### src/rtl/conv3x3_frame_sequencer_if.sv
// rtl/conv3x3_frame_sequencer_if.sv - RAM read, MAC tap and output pixel bundle for the 3x3 frame sequencer
interface conv3x3_frame_sequencer_if #(
  parameter int ADDRW = 14,
  parameter int ACCW  = 20,
  parameter int RW    = 7,
  parameter int CW    = 7
);
  logic                   mem_en;
  logic [ADDRW-1:0]       mem_addr;
  logic                   tap_en;
  logic [3:0]             tap_idx;
  logic                   acc_clr;
  logic signed [ACCW-1:0] acc_in;
  logic                   out_valid;
  logic                   out_ready;
  logic [7:0]             out_pix;
  logic [RW-1:0]          out_row;
  logic [CW-1:0]          out_col;
  logic                   out_last;

  modport master (
    output mem_en, mem_addr, tap_en, tap_idx, acc_clr,
    output out_valid, out_pix, out_row, out_col, out_last,
    input  acc_in, out_ready
  );

  modport slave (
    input  mem_en, mem_addr, tap_en, tap_idx, acc_clr,
    input  out_valid, out_pix, out_row, out_col, out_last,
    output acc_in, out_ready
  );
endinterface

### src/rtl/conv3x3_frame_sequencer.sv
// rtl/conv3x3_frame_sequencer.sv - raster sequencer driving a shared 3x3 MAC over one frame
module conv3x3_frame_sequencer #(
  parameter int WIDTH  = 128,
  parameter int HEIGHT = 128,
  parameter int ADDRW  = 14,
  parameter int ACCW   = 20
) (
  input  logic clk,
  input  logic rst_n,
  input  logic start,
  output logic busy,
  output logic done,
  conv3x3_frame_sequencer_if.master bus
);
  localparam int RW = (HEIGHT > 1) ? $clog2(HEIGHT) : 1;
  localparam int CW = (WIDTH > 1) ? $clog2(WIDTH) : 1;

  localparam logic [RW-1:0]    ROW_LAST = RW'(HEIGHT - 1);
  localparam logic [CW-1:0]    COL_LAST = CW'(WIDTH - 1);
  localparam logic [ADDRW-1:0] W_A      = ADDRW'(WIDTH);
  localparam logic [ADDRW-1:0] W2_A     = ADDRW'(2 * WIDTH);

  typedef enum logic [2:0] {
    S_IDLE, S_SCAN, S_ISSUE, S_WAIT1, S_WAIT2, S_OUT, S_FIN
  } state_t;

  state_t           state_q, state_d;
  logic [RW-1:0]    row_q, row_d;
  logic [CW-1:0]    col_q, col_d;
  logic [ADDRW-1:0] row_base_q, row_base_d;  // row_q * WIDTH, kept incrementally
  logic [ADDRW-1:0] base_q, base_d;          // top-left address of the 3x3 window
  logic [3:0]       k_q, k_d;
  logic [7:0]       pix_q, pix_d;
  logic             tap_en_q, tap_en_d;
  logic [3:0]       tap_idx_q, tap_idx_d;
  logic             acc_clr_q, acc_clr_d;

  logic             is_border;
  logic             at_last;
  logic [ADDRW-1:0] col_ext;
  logic [ACCW-1:0]  acc_raw;
  logic [ACCW-1:0]  acc_mag;
  logic [7:0]       acc_sat;

  // Window offsets are constants; the per-tap address is a single add.
  function automatic logic [ADDRW-1:0] tap_off(input logic [3:0] k);
    case (k)
      4'd0:    tap_off = ADDRW'(0);
      4'd1:    tap_off = ADDRW'(1);
      4'd2:    tap_off = ADDRW'(2);
      4'd3:    tap_off = W_A;
      4'd4:    tap_off = W_A + ADDRW'(1);
      4'd5:    tap_off = W_A + ADDRW'(2);
      4'd6:    tap_off = W2_A;
      4'd7:    tap_off = W2_A + ADDRW'(1);
      default: tap_off = W2_A + ADDRW'(2);
    endcase
  endfunction

  assign is_border = (row_q == '0) || (row_q == ROW_LAST) ||
                     (col_q == '0) || (col_q == COL_LAST);
  assign at_last   = (row_q == ROW_LAST) && (col_q == COL_LAST);
  assign col_ext   = ADDRW'(col_q);

  // Magnitude with two's-complement negation; the most-negative value keeps its MSB and saturates.
  assign acc_raw = bus.acc_in;
  assign acc_mag = acc_raw[ACCW-1] ? (~acc_raw + ACCW'(1)) : acc_raw;
  assign acc_sat = (|acc_mag[ACCW-1:8]) ? 8'hFF : acc_mag[7:0];

  // State register and datapath flops.
  always_ff @(posedge clk or negedge rst_n) begin
    if (!rst_n) begin
      state_q    <= S_IDLE;
      row_q      <= '0;
      col_q      <= '0;
      row_base_q <= '0;
      base_q     <= '0;
      k_q        <= '0;
      pix_q      <= '0;
      tap_en_q   <= 1'b0;
      tap_idx_q  <= '0;
      acc_clr_q  <= 1'b0;
    end else begin
      state_q    <= state_d;
      row_q      <= row_d;
      col_q      <= col_d;
      row_base_q <= row_base_d;
      base_q     <= base_d;
      k_q        <= k_d;
      pix_q      <= pix_d;
      tap_en_q   <= tap_en_d;
      tap_idx_q  <= tap_idx_d;
      acc_clr_q  <= acc_clr_d;
    end
  end

  // Next-state and next-datapath logic; tap strobes are one-cycle copies of the RAM read so they line up with read data.
  always_comb begin
    state_d    = state_q;
    row_d      = row_q;
    col_d      = col_q;
    row_base_d = row_base_q;
    base_d     = base_q;
    k_d        = k_q;
    pix_d      = pix_q;
    tap_en_d   = (state_q == S_ISSUE);
    tap_idx_d  = (state_q == S_ISSUE) ? k_q : 4'd0;
    acc_clr_d  = (state_q == S_ISSUE) && (k_q == 4'd0);
    case (state_q)
      S_IDLE: begin
        if (start) begin
          row_d      = '0;
          col_d      = '0;
          row_base_d = '0;
          state_d    = S_SCAN;
        end
      end
      S_SCAN: begin
        if (is_border) begin
          pix_d   = 8'd0;
          state_d = S_OUT;
        end else begin
          base_d  = row_base_q - W_A + col_ext - ADDRW'(1);
          k_d     = 4'd0;
          state_d = S_ISSUE;
        end
      end
      S_ISSUE: begin
        if (k_q == 4'd8) begin
          state_d = S_WAIT1;
        end else begin
          k_d = k_q + 4'd1;
        end
      end
      S_WAIT1: state_d = S_WAIT2;
      S_WAIT2: begin
        pix_d   = acc_sat;
        state_d = S_OUT;
      end
      S_OUT: begin
        if (bus.out_ready) begin
          if (at_last) begin
            state_d = S_FIN;
          end else if (col_q == COL_LAST) begin
            col_d      = '0;
            row_d      = row_q + RW'(1);
            row_base_d = row_base_q + W_A;
            state_d    = S_SCAN;
          end else begin
            col_d   = col_q + CW'(1);
            state_d = S_SCAN;
          end
        end
      end
      S_FIN:   state_d = S_IDLE;
      default: state_d = S_IDLE;
    endcase
  end

  // Outputs decoded from the registered state so reset clears them immediately.
  always_comb begin
    busy          = (state_q != S_IDLE) && (state_q != S_FIN);
    done          = (state_q == S_FIN);
    bus.mem_en    = (state_q == S_ISSUE);
    bus.mem_addr  = (state_q == S_ISSUE) ? (base_q + tap_off(k_q)) : '0;
    bus.tap_en    = tap_en_q;
    bus.tap_idx   = tap_idx_q;
    bus.acc_clr   = acc_clr_q;
    bus.out_valid = (state_q == S_OUT);
    bus.out_pix   = pix_q;
    bus.out_row   = row_q;
    bus.out_col   = col_q;
    bus.out_last  = (state_q == S_OUT) && at_last;
  end
endmodule
### src/flat_wrapper.sv
// flat-port wrapper written by rule: the top's interface ports become plain ports
module conv3x3_frame_sequencer_flat 
#(
  parameter int WIDTH  = 128,
  parameter int HEIGHT = 128,
  parameter int ADDRW  = 14,
  parameter int ACCW   = 20
)
  (clk, rst_n, start, busy, done, bus_mem_en, bus_mem_addr, bus_tap_en, bus_tap_idx, bus_acc_clr, bus_out_valid, bus_out_pix, bus_out_row, bus_out_col, bus_out_last, bus_acc_in, bus_out_ready);
  conv3x3_frame_sequencer_if #(.ADDRW(ADDRW), .ACCW(ACCW)) bus_i ();
  input  logic clk;
  input  logic rst_n;
  input  logic start;
  output logic busy;
  output logic done;
  output wire logic [$bits(bus_i.mem_en)-1:0] bus_mem_en;
  output wire logic [$bits(bus_i.mem_addr)-1:0] bus_mem_addr;
  output wire logic [$bits(bus_i.tap_en)-1:0] bus_tap_en;
  output wire logic [$bits(bus_i.tap_idx)-1:0] bus_tap_idx;
  output wire logic [$bits(bus_i.acc_clr)-1:0] bus_acc_clr;
  output wire logic [$bits(bus_i.out_valid)-1:0] bus_out_valid;
  output wire logic [$bits(bus_i.out_pix)-1:0] bus_out_pix;
  output wire logic [$bits(bus_i.out_row)-1:0] bus_out_row;
  output wire logic [$bits(bus_i.out_col)-1:0] bus_out_col;
  output wire logic [$bits(bus_i.out_last)-1:0] bus_out_last;
  input wire logic [$bits(bus_i.acc_in)-1:0] bus_acc_in;
  input wire logic [$bits(bus_i.out_ready)-1:0] bus_out_ready;
  assign bus_mem_en = bus_i.mem_en;
  assign bus_mem_addr = bus_i.mem_addr;
  assign bus_tap_en = bus_i.tap_en;
  assign bus_tap_idx = bus_i.tap_idx;
  assign bus_acc_clr = bus_i.acc_clr;
  assign bus_out_valid = bus_i.out_valid;
  assign bus_out_pix = bus_i.out_pix;
  assign bus_out_row = bus_i.out_row;
  assign bus_out_col = bus_i.out_col;
  assign bus_out_last = bus_i.out_last;
  assign bus_i.acc_in = bus_acc_in;
  assign bus_i.out_ready = bus_out_ready;
  conv3x3_frame_sequencer #(.WIDTH(WIDTH), .HEIGHT(HEIGHT), .ADDRW(ADDRW), .ACCW(ACCW)) u_core (.clk(clk), .rst_n(rst_n), .start(start), .busy(busy), .done(done), .bus(bus_i));
endmodule
### config.mk
export PLATFORM = sky130hd
export DESIGN_NAME = conv3x3_frame_sequencer_flat
export DESIGN_NICKNAME = d
export VERILOG_FILES = /design/src/rtl/conv3x3_frame_sequencer_if.sv /design/src/rtl/conv3x3_frame_sequencer.sv /design/src/flat_wrapper.sv
export SDC_FILE = /design/constraint.sdc
export NUM_CORES = 1
export LEC_CHECK = 0
export ABC_CLOCK_PERIOD_IN_PS = 2650
export BUFFER_PORTS_ARGS = -buffer_cell sky130_fd_sc_hd__buf_4
export CORE_MARGIN = 2
export CORE_UTILIZATION = 35
export CTS_CLUSTER_SIZE = 20
export DETAILED_ROUTE_END_ITERATION = 12
export GPL_TIMING_DRIVEN = 0
export RECOVER_POWER = 25
export SYNTH_ARGS = -nofsm -noshare
export SYNTH_HDL_FRONTEND = slang
export SYNTH_SLANG_ARGS = --single-unit
### constraint.sdc
create_clock -name clk -period 2.65 [get_ports clk]
set_clock_uncertainty 0.05 [all_clocks]
set_input_delay 0.1325 -clock clk [delete_from_list [all_inputs] [get_ports clk]]
set_output_delay 0.1325 -clock clk [all_outputs]
set_load 0.005 [all_outputs]
==> flow_summary.yaml <==
status:
  outcome: "finished with violations"
  failed_checks: "setup timing"
worst_setup_path:
  path_delay_family: "adder cells"
  worst-path-buf-inv: 3
  r2r_start: "u_core.bus.out_col[2]"
  required_ns: 2.47
  worst_setup_path_start_kind: "register"
  r2r_end: "u_core.base_q[10]"
  critPathCaptureType: "output port"
  worstPathCellList: "inv_2 > ha_4 > a211oi_2 > ha_2 > inv_2 > fa_2 > and4b_1 > a41oi_2 > nor2b_2 > o2111ai_2 > xor2_1 > nor2_1 > buf_4"
  cp_common_cell: "inv_2"
  reg2reg_slack_ns: 0.07
  rr_worst_depth: 9
  slowest_delay_ns: 0.41
  critPathMaxFanout: 4
  path_class: "reg -> out"
  worstPathArrival_ns: 3.04
  cp_slowest_cell: "dfrtp_1"
final_layout:
  final_common_cell: "buf_4"
  layout_common_cells: "buf_4 (67), dfrtp_1 (53), nor2_1 (51), nand2_1 (34), ha_1 (31)"
  design_area_sq_um: 5310
  diodes: 0
  drive_gt1_frac: 0.259
  fin_nets: 633
  area_growth_pct: 29.3
floorplan:
  initial_core_util: 0.359
  fp.dieW_um: 112
  num_io_pins: 71
  rows: 39
  die_h_um: 112
  dieArea_sq_um: 12600
  coreArea_sq_um: 11400
drt:
  drt_iter0_drc: 142
  firstDrtPassIters: 6
  route.detailed.drc: 0
  vias: 3710
  drtAntennaViolNets: 0
  totalWireLength_um: 10300
  wl_per_cell_um: 14.4
  viasPerCell: 5.19
cts:
  ctsRootBufferMaster: "clkbuf_16"
  cts.path.max_buffers: 2
  htreeDepth: 2
  clk_pin_slew_ns: 0.07
  cts_buffers: 5
  cts.sinks: 56
  clock_latency_ns: 0.29
  cts_tree: "built"
min_path:
  hold-path-cell-count: 2
  worstHoldEndpoint: "u_core.state_q[0]"
  worst_hold_path_type: "in -> reg"
  hold_start: "bus_out_ready"
timing:
  hold_ws_ns: 0.0231
  fmax_mhz: 310
  finalSetupViolCount: 9
  fin_crit_ns: 3.22
  slew_viol_final: 0
  setup_ws_ns: -0.574
  rsz0062_at_grt: "true"
  hold_violations: 0
  fin_crit_sh: 1.22
  worst_pin_slew_ns: 1.43
  relSlewSlack: 0.0444
global_routing:
  grt_overflow: 0
  grt_pass1_vias: 3813
  grt_max_degree: 57
  grt_pass1_wl_um: 18000
  antenna_found_initial: 0
  grt_usage: 0.171
logic_synthesis:
  syn_area_sq_um: 4100
  synth_seq_cells: 56
  ys_seq_area_frac: 0.342
  ys_warn_count: 0
  synthCells: 472
  synthArstFlopShare: 1.00
  synth_enable_flop_cells: 0
  synth_nets: 534
  synth_ff_type: "dfrtp_1"
  ys_types: 60
  syn_avg_cell_area_sq_um: 8.69
placement:
  io_buffers: 70
  routabilityCongestion: 0.877
  placed_area_sq_um: 4850
  dp_slack_ns: -0.447
  hpwlAfterDp_um: 7820
power_and_ir_drop:
  leakagePower_nw: 2.40
  peakVddDrop_uv: 456
  p_total_w: 0.00479
  powerDensity_nw_per_um2: 903
run:
  drv_cap: 0
[cells in the mapped netlist, types with 3 or more instances]
| library cell | instances | share of area |
|---|---|---|
| a211oi_1 | 3 | 0.0055 |
| a21oi_1 | 32 | 0.039 |
| a41oi_1 | 3 | 0.0064 |
| and3_1 | 5 | 0.0076 |
| buf_2 | 5 | 0.0061 |
| clkbuf_1 | 11 | 0.010 |
| dfrtp_1 | 56 | 0.34 |
| ha_1 | 36 | 0.11 |
| inv_1 | 28 | 0.026 |
| nand2_1 | 34 | 0.031 |
| nand2b_1 | 6 | 0.0092 |
| nand3_1 | 19 | 0.023 |
| nand3b_1 | 3 | 0.0055 |
| nand4_1 | 10 | 0.015 |
| nor2_1 | 52 | 0.048 |
| nor2b_1 | 9 | 0.014 |
| nor3_1 | 17 | 0.021 |
| nor3b_1 | 3 | 0.0055 |
| nor4_1 | 5 | 0.0076 |
| o211ai_1 | 4 | 0.0073 |
| o21a_1 | 3 | 0.0055 |
| o21ai_0 | 27 | 0.033 |
| o31ai_1 | 6 | 0.011 |
| or3_1 | 9 | 0.014 |
| or4_1 | 3 | 0.0055 |
| xnor2_1 | 23 | 0.049 |
| xor2_1 | 17 | 0.036 |
[sequential cells by signal, summed over array words and instances, names as in the netlist]
name and flops:
u_core.base_q 14, u_core.bus.acc_clr 1, u_core.bus.out_col 7, u_core.bus.out_pix 8, u_core.bus.out_row 7, u_core.bus.tap_en 1, u_core.bus.tap_idx 4, u_core.k_q 4
u_core.row_base_q 7, u_core.state_q 3
[cell families after synthesis]
kind of cell | Yosys count | share of synthesized area
fa+ha+maj | 38 | 0.120
xor+xnor | 40 | 0.0854
buf+inv | 45 | 0.0427
mux | 3 | 0.00762
flops | 56 | 0.342
simple gates | 193 | 0.250
compound gates | 97 | 0.153
[stage by stage]
step	setup TNS (ns)	util	std cells
floorplan	-0.0331	-	472
global placement	-3.37	0.423	685
detailed placement	-5.46	0.425	686
CTS	-3.80	0.458	713
global route	-4.62	0.465	715
finish	-3.15	0.465	715
[report_power, final]
part           internal (W)  switching [W]  leakage [nW]
Sequential          0.00114       0.000323         0.726
Combinational       0.00125        0.00141          1.60
Clock              0.000373       0.000293        0.0766
Total               0.00277        0.00203          2.40
[worst max-delay path by stage]
stage / start / endpoint / slack, ns / depth (start not counted)
CTS: u_core.k_q[0] / bus_mem_addr[10] / -0.55 / 13
finish: u_core.k_q[1] / bus_mem_addr[12] / -0.57 / 13
floorplan: u_core.k_q[0] / bus_mem_addr[12] / -0.03 / 12
detailed placement: u_core.k_q[0] / bus_mem_addr[12] / -0.45 / 13
global placement: u_core.k_q[0] / bus_mem_addr[12] / -0.35 / 13
global route: u_core.k_q[1] / bus_mem_addr[10] / -0.66 / 13
[layout make-up]
type	count	area [sq um]
Fill cell	1151	6110
Timing Repair Buffer	94	706
Tap cell	143	179
Multi-Input combinational cell	371	2690
Buffer	15	63.8
Clock buffer	6	139
Clock inverter	2	10.0
Sequential cell	56	1410
Inverter	28	110
[metal layers]
layer  global-route usage  wire length (um)  part of all wire
met5                    0                 0                 0
met4               0.0398               125             0.012
met3               0.0313               478             0.046
met2                0.304              5090              0.49
met1                0.214              4640              0.45
[what timing repair did]
item,in CTS,in global routing
setup buffers,19,5
gates resized for setup,24,14
hold buffers,1,0
cloned,0,0
setup endpoints to repair,41,37
pin swaps,22,17
hold endpoints to repair,56,0
[worst register-to-register path: cells and delay by family, from the launching register on]
kind | cells | cell delay [ns]
AOI/OAI and AO/OA | 4 | 0.70
xor gates and xnor gates | 1 | 0.14
adders and majority gates | 1 | 0.37
buffers and inverters | 2 | 0.28
DFF | 1 | 0.50
and+or+nand+nor | 1 | 0.47
Power figures use the tool's default switching activity.
